File: src/rtl/uart_rx_core.sv
// rtl/uart_rx_core.sv - UART receiver: 16x oversampled start/data/parity/stop with req/ack output
module uart_rx_core #(
    parameter int CLK_DIV    = 27,
    parameter int DATA_W     = 8,
    parameter int PARITY_EN  = 1,
    parameter int PARITY_ODD = 0
) (
    input  logic              clk,
    input  logic              rst_n,
    input  logic              rx,
    output logic [DATA_W-1:0] dout,
    output logic              recv_req,
    input  logic              recv_ack,
    output logic              parity_err,
    output logic              frame_err,
    output logic              overrun,
    output logic              busy
);

    localparam int DIV_W = $clog2(CLK_DIV);

    typedef enum logic [2:0] {
        IDLE,
        START,
        DATA,
        PARITY,
        STOP,
        DONE
    } state_t;

    state_t              state_q, state_d;
    logic                rx_meta_q, rx_s_q;
    logic [DIV_W-1:0]    div_cnt_q, div_cnt_d;
    logic [3:0]          os_cnt_q, os_cnt_d;
    logic [3:0]          bit_cnt_q, bit_cnt_d;
    logic [DATA_W-1:0]   shift_q, shift_d;
    logic                par_bit_q, par_bit_d;
    logic                stop_bit_q, stop_bit_d;
    logic [DATA_W-1:0]   dout_q, dout_d;
    logic                recv_req_q, recv_req_d;
    logic                parity_err_q, parity_err_d;
    logic                frame_err_q, frame_err_d;
    logic                overrun_q, overrun_d;
    logic                tick;
    logic                mid_bit;

    assign tick    = (div_cnt_q == DIV_W'(CLK_DIV - 1));
    assign mid_bit = tick && (os_cnt_q == 4'd15);

    // Synchroniser flops reset high so an idle line is not mistaken for a start bit.
    always_ff @(posedge clk or negedge rst_n) begin
        if (!rst_n) begin
            rx_meta_q <= 1'b1;
            rx_s_q    <= 1'b1;
        end else begin
            rx_meta_q <= rx;
            rx_s_q    <= rx_meta_q;
        end
    end

    always_ff @(posedge clk or negedge rst_n) begin
        if (!rst_n) begin
            state_q      <= IDLE;
            div_cnt_q    <= '0;
            os_cnt_q     <= '0;
            bit_cnt_q    <= '0;
            shift_q      <= '0;
            par_bit_q    <= 1'b0;
            stop_bit_q   <= 1'b0;
            dout_q       <= '0;
            recv_req_q   <= 1'b0;
            parity_err_q <= 1'b0;
            frame_err_q  <= 1'b0;
            overrun_q    <= 1'b0;
        end else begin
            state_q      <= state_d;
            div_cnt_q    <= div_cnt_d;
            os_cnt_q     <= os_cnt_d;
            bit_cnt_q    <= bit_cnt_d;
            shift_q      <= shift_d;
            par_bit_q    <= par_bit_d;
            stop_bit_q   <= stop_bit_d;
            dout_q       <= dout_d;
            recv_req_q   <= recv_req_d;
            parity_err_q <= parity_err_d;
            frame_err_q  <= frame_err_d;
            overrun_q    <= overrun_d;
        end
    end

    always_comb begin
        state_d      = state_q;
        div_cnt_d    = tick ? '0 : div_cnt_q + DIV_W'(1);
        os_cnt_d     = tick ? os_cnt_q + 4'd1 : os_cnt_q;
        bit_cnt_d    = bit_cnt_q;
        shift_d      = shift_q;
        par_bit_d    = par_bit_q;
        stop_bit_d   = stop_bit_q;
        dout_d       = dout_q;
        recv_req_d   = recv_req_q & ~recv_ack;
        parity_err_d = parity_err_q;
        frame_err_d  = frame_err_q;
        overrun_d    = 1'b0;

        case (state_q)
            IDLE: begin
                if (!rx_s_q) begin
                    state_d   = START;
                    div_cnt_d = '0;
                    os_cnt_d  = '0;
                end
            end
            START: begin
                if (tick && os_cnt_q == 4'd7) begin
                    if (rx_s_q) begin
                        state_d = IDLE;
                    end else begin
                        state_d   = DATA;
                        os_cnt_d  = '0;
                        bit_cnt_d = '0;
                    end
                end
            end
            DATA: begin
                // Right shift: after DATA_W samples the first bit received sits in bit 0.
                if (mid_bit) begin
                    shift_d   = {rx_s_q, shift_q[DATA_W-1:1]};
                    bit_cnt_d = bit_cnt_q + 4'd1;
                    if (bit_cnt_q == 4'(DATA_W - 1))
                        state_d = (PARITY_EN != 0) ? PARITY : STOP;
                end
            end
            PARITY: begin
                if (mid_bit) begin
                    par_bit_d = rx_s_q;
                    state_d   = STOP;
                end
            end
            STOP: begin
                if (mid_bit) begin
                    stop_bit_d = rx_s_q;
                    state_d    = DONE;
                end
            end
            DONE: begin
                state_d = IDLE;
                // An ack in this same cycle frees the slot, so the new word wins over overrun.
                if (!recv_req_q || recv_ack) begin
                    dout_d       = shift_q;
                    recv_req_d   = 1'b1;
                    parity_err_d = (PARITY_EN != 0) &&
                                   ((^shift_q ^ par_bit_q) != 1'(PARITY_ODD));
                    frame_err_d  = ~stop_bit_q;
                end else begin
                    overrun_d = 1'b1;
                end
            end
            default: state_d = IDLE;
        endcase
    end

    assign dout       = dout_q;
    assign recv_req   = recv_req_q;
    assign parity_err = parity_err_q;
    assign frame_err  = frame_err_q;
    assign overrun    = overrun_q;
    assign busy       = (state_q != IDLE);

endmodule
File: config.mk
export PLATFORM = sky130hd
export DESIGN_NAME = uart_rx_core
export DESIGN_NICKNAME = d
export VERILOG_FILES = /design/src/rtl/uart_rx_core.sv
export SDC_FILE = /design/constraint.sdc
export NUM_CORES = 1
export LEC_CHECK = 0
export ABC_AREA = 1
export ABC_CLOCK_PERIOD_IN_PS = 1700
export CAP_MARGIN = 20
export CORE_ASPECT_RATIO = 1.2
export CORE_MARGIN = 3
export CORE_UTILIZATION = 54
export CTS_CLUSTER_DIAMETER = 30
export CTS_CLUSTER_SIZE = 25
export DETAILED_ROUTE_END_ITERATION = 7
export PLACE_DENSITY = 0.75
export SLEW_MARGIN = 10
export SYNTH_ARGS = -nofsm -noshare
export SYNTH_HDL_FRONTEND = slang
export SYNTH_SLANG_ARGS = --single-unit
File: constraint.sdc
create_clock -name clk -period 1.7 [get_ports clk]
set_input_delay 0.34 -clock clk [delete_from_list [all_inputs] [get_ports clk]]
set_output_delay 0.34 -clock clk [all_outputs]
set_load 0.02 [all_outputs]
### Word-level counts from Yosys, hierarchy flattened

Cells that the tools add are included.

* flip-flop bits (word level): 40
* output and inout bits: 13
* word-level logic and storage cells: 74

* add/subtract/negate cells: 3
* equal/unequal tests: 16
* multiplexer cells: 23
* bitwise logic cells: 4
* reduce and logical (&&, ||, !) cells: 14

Operators with widths (number)
* two-way mux 4 bit: 6
* two-way mux 3 bit: 6
* case mux 4 bit (2 select lines): 2
* two-way mux 5 bit: 3
* case mux 3 bit (5 select lines): 1
* != test 2 bit (second input constant): 7
* adder 4 x 1 -> 4 bit (second input constant): 2
* equality test 4 x 3 -> 1 bit (second input constant): 2
* AND reduction 2 bit: 4
* XOR reduction 8 bit: 1
* equality test 3 x 2 -> 1 bit (second input constant): 2
* equality test 3 bit (second input constant): 2
* AND reduction 6 bit: 1
* adder 5 x 1 -> 5 bit (second input constant): 1
* equality test 5 bit (second input constant): 1
* equality test 4 bit (second input constant): 1
* two-way mux 1 bit: 4
* AND reduction 4 bit: 1
* equality test 3 x 1 -> 1 bit (second input constant): 1
* zero test 3 bit: 1
* nonzero test 3 bit: 1
* logical AND 1 bit: 2
* two-way mux 2 bit: 1
* NOT 1 bit: 2
* other kinds (5): 5

### Longest topological paths before layout

* depth in word-level cells: 5
* mapped depth: 11

### Worst setup path after synthesis

No wires, ideal clock.

* kind: reg2reg
* start point: register div_cnt_q[0]
* end point: register state_q[1]
* setup time: 0.117 ns
* arrival time: 1.319 ns
* data required time: 1.583 ns
* setup slack: 0.265 ns
* stages on the path, launching flop included: 11
* path buffers: 0
* path through: dfrtp_1 > inv_1 > ha_1 > nand2_1 > nor2_4 > nand2_1 > nand2_1 > o21a_1 > nand2_1 > nand2_1 > nand2_1

* word-level cells in the longest chain between the ends: 4
* elaborated cells on any way between the ends: 8
* those cells by class: eq/ne (5); reduce/logical (3)

RTL lines
* start: declaration: RTL line 33 `logic [DIV_W-1:0] div_cnt_q, div_cnt_d;`
* start signal: assignment: RTL line 77 `div_cnt_q <= div_cnt_d;`
* equality test 5 bit *: RTL line 47 `assign tick = (div_cnt_q == DIV_W'(CLK_DIV - 1));`
* logical AND 1 bit (on tied branches): RTL line 114, 48
* != test 2 bit (no line)
* AND reduction 6 bit (no line) *
* end signal: assignment: RTL line 76 `state_q <= state_d;`
* end: declaration: RTL line 31 `state_t state_q, state_d;`

Mark *: on every way between the ends. The rest lies on a longest branch, timed or not.
A chain may end at the register's enable or synchronous reset.

### Final worst setup path

* start point: register state_q[2]
* end point: output busy

* word-level cells in the longest chain between the ends: 1

RTL lines
* nonzero test 3 bit: RTL line 167 `assign busy = (state_q != IDLE);`
* end: declaration: RTL line 17 `output logic busy`

No other way between the ends.

==> reports/metrics.yaml <==
status: "completed"
drv_slew: 0
ys_types: 30
wl_per_cell_um: 11.5
period_share_pct: 94.8
stdcell_area_um2: 2250
cpPeakStageDelay_ns: 0.41
syn_inst: 227
dominantRegCellSynth: "dfrtp_1"
syn-num-nets: 235
dr.pass1.iters: 4
io_pins: 17
power_density_nw_per_um2: 702
tritoncts.num_buffers: 5
grt_pass1_wl_um: 5980
wirelength_um: 3360
drc_errors: 0
grt.total_usage_pct: 18.2
final_hold_viol_count: 0
die_h_um: 71.3
fin_crit_ns: 1.61
vdd.ir_drop.worst_mv: 0.485
overflow: 0
setup_viol: 0
dieArea_um2: 4310
critPathTopFamily: "flip-flops"
worst_pin_slew_ns: 0.436
drt_iter0_markers: 50
area_growth_pct: 17.3
crit_buf_inv: 1
maxCapViolCount: 0
fin_nets: 263
fin_hold_ws_ns: 0.369
ys_seq_area_share_pct: 52.2
layout_commonest_cell: "nand2_1"
fin_tns_setup_ns: 0
portBuffers: 16
core_area_um2: 3370
arrival_ns: 1.27
synth-edff-count: 0
fp-row-count: 23
cts_buffer_depth: 2
n_antenna_cell: 0
hpwl_um: 2430
start_util_pct: 57.0
worst_setup_path_end_kind: "output pin"
postRouteAntennaNets: 0
die_w_um: 60.4
antenna_found_initial: 0
critPathMaxFanout: 4
rsz0062_at_grt: "no"
grt_pass1_vias: 1413
cp.required_ns: 1.36
clk_latency_ns: 0.29
utilization_pct: 66.9
critical_path.cell_chain: "nor2_1, nand2_1, dlygate4sd2_1"
syn_avg_cell_area_um2: 8.46
fill_cells: 310
gp_congestion: 0.863
fin_ws_ns: 0.0877
place_ws_ns: 0.117
cts_root_buffer: "clkbuf_8"
yosysWarnings: 0
slowest_stage: "dfrtp_1"
via_count: 1470
ys_ff_latch: 40
crit_type: "reg2out"
cp-start-kind: "flop"
clock_sinks: 40
hold_class: "reg2reg"
skew_ns: 0.00944
grt_max_degree: 21
layout_common_cells: "73 x nand2_1, 38 x dfrtp_1, 25 x inv_1"
max_freq_mhz: 620
netlist_area_um2: 1920
drive_gt1_share_pct: 11.4
relSlewSlack_pct: 70.7
placed_cell_area_um2: 2160
async_flop_share_pct: 100
clk_pin_slew_worst_paths_ns: 0.07
post_drt_via_cell_ratio: 5.03
cts_tree: "built"
power_leakage_nw: 1.14
cts-htree-levels: 2
==> state kept, by name, summed over array words and instances (netlist names), 3 cells and up <==
register	count
os_cnt_q	4
bit_cnt_q	4
dout	8
state_q	3
div_cnt_q	5
shift_q	8
==> logic make-up after synthesis <==
family	after synthesis	synth area share, %
AOI/OAI and AO/OA	28	7.95
DFF	40	52.2
adders and majority gates	4	2.61
xor gates and xnor gates	7	3.19
and+or+nand+nor	118	27.6
buffers and inverters	30	6.38
==> final cells by class <==
class | instances | area [um^2] | share of cell area, %
clock buffer | 6 | 72.6 | 3.22
clock inverter | 1 | 5.00 | 0.222
inverter | 27 | 101 | 4.50
multi-input combinational | 157 | 795 | 35.3
sequential | 40 | 1000 | 44.6
tap | 37 | 46.3 | 2.06
timing repair buffer | 24 | 229 | 10.2
==> metal layers <==
layer / track usage (%) / share of wire (%) / vias up / routed length [um]
met4: 7.95 / 1.7 / 0 / 57
met5: 0 / 0 / - / 0
met3: 3.24 / 3.8 / 6 / 126
met2: 29.0 / 47 / 27 / 1570
met1: 23.9 / 48 / 669 / 1600
li1: - / - / 768 / -
==> per-stage QoR <==
step                total power [mW]  instances
detailed placement              1.01        283
CTS                             1.60        291
finish                          1.58        292
floorplan                      0.977        227
global placement                1.01        283
global route                    1.63        292
==> timing repair <==
action / 4_1_cts / 5_1_grt
endpoints found under the hold margin: 16 / 0
hold buffers: 1 / 0
buffers inserted: 0 / 1
pin swaps: 0 / 1
endpoints found under the setup margin: 1 / 2
resized for setup: 1 / 1
==> synthesized netlist by cell type (all sizes together) (2+ instances only) <==
cell / n / share of area [%]
o21ai: 24 / 6.6
dfstp: 2 / 2.7
or2: 3 / 0.98
ha: 4 / 2.6
nor2: 19 / 5.3
dfrtp: 38 / 50
nand3: 15 / 4.2
nor3: 4 / 1.3
xor2: 6 / 2.7
nand2: 75 / 15
inv: 27 / 5.3
a21oi: 2 / 0.52
buf: 2 / 0.85
==> final timing paths <==
path / from / end / slack (ns) / depth (start not counted)
max: state_q[2] / busy / 0.09 / 3
min: rx_meta_q / rx_s_q / 0.37 / 0
max reg2reg: div_cnt_q[0] / state_q[1] / 0.17 / 10
min reg2reg: rx_meta_q / rx_s_q / 0.37 / 0
max in group asynchronous: rst_n / rx_s_q / 0.63 / 3
min in group asynchronous: rst_n / parity_err / 0.49 / 2
==> power by group <==
part           switching (mW)  total, mW  internal [mW]
registers             0.00160      0.957          0.955
logic                  0.0216     0.0316         0.0100
clock network           0.314      0.593          0.279
(Power assumes the default switching activity.)
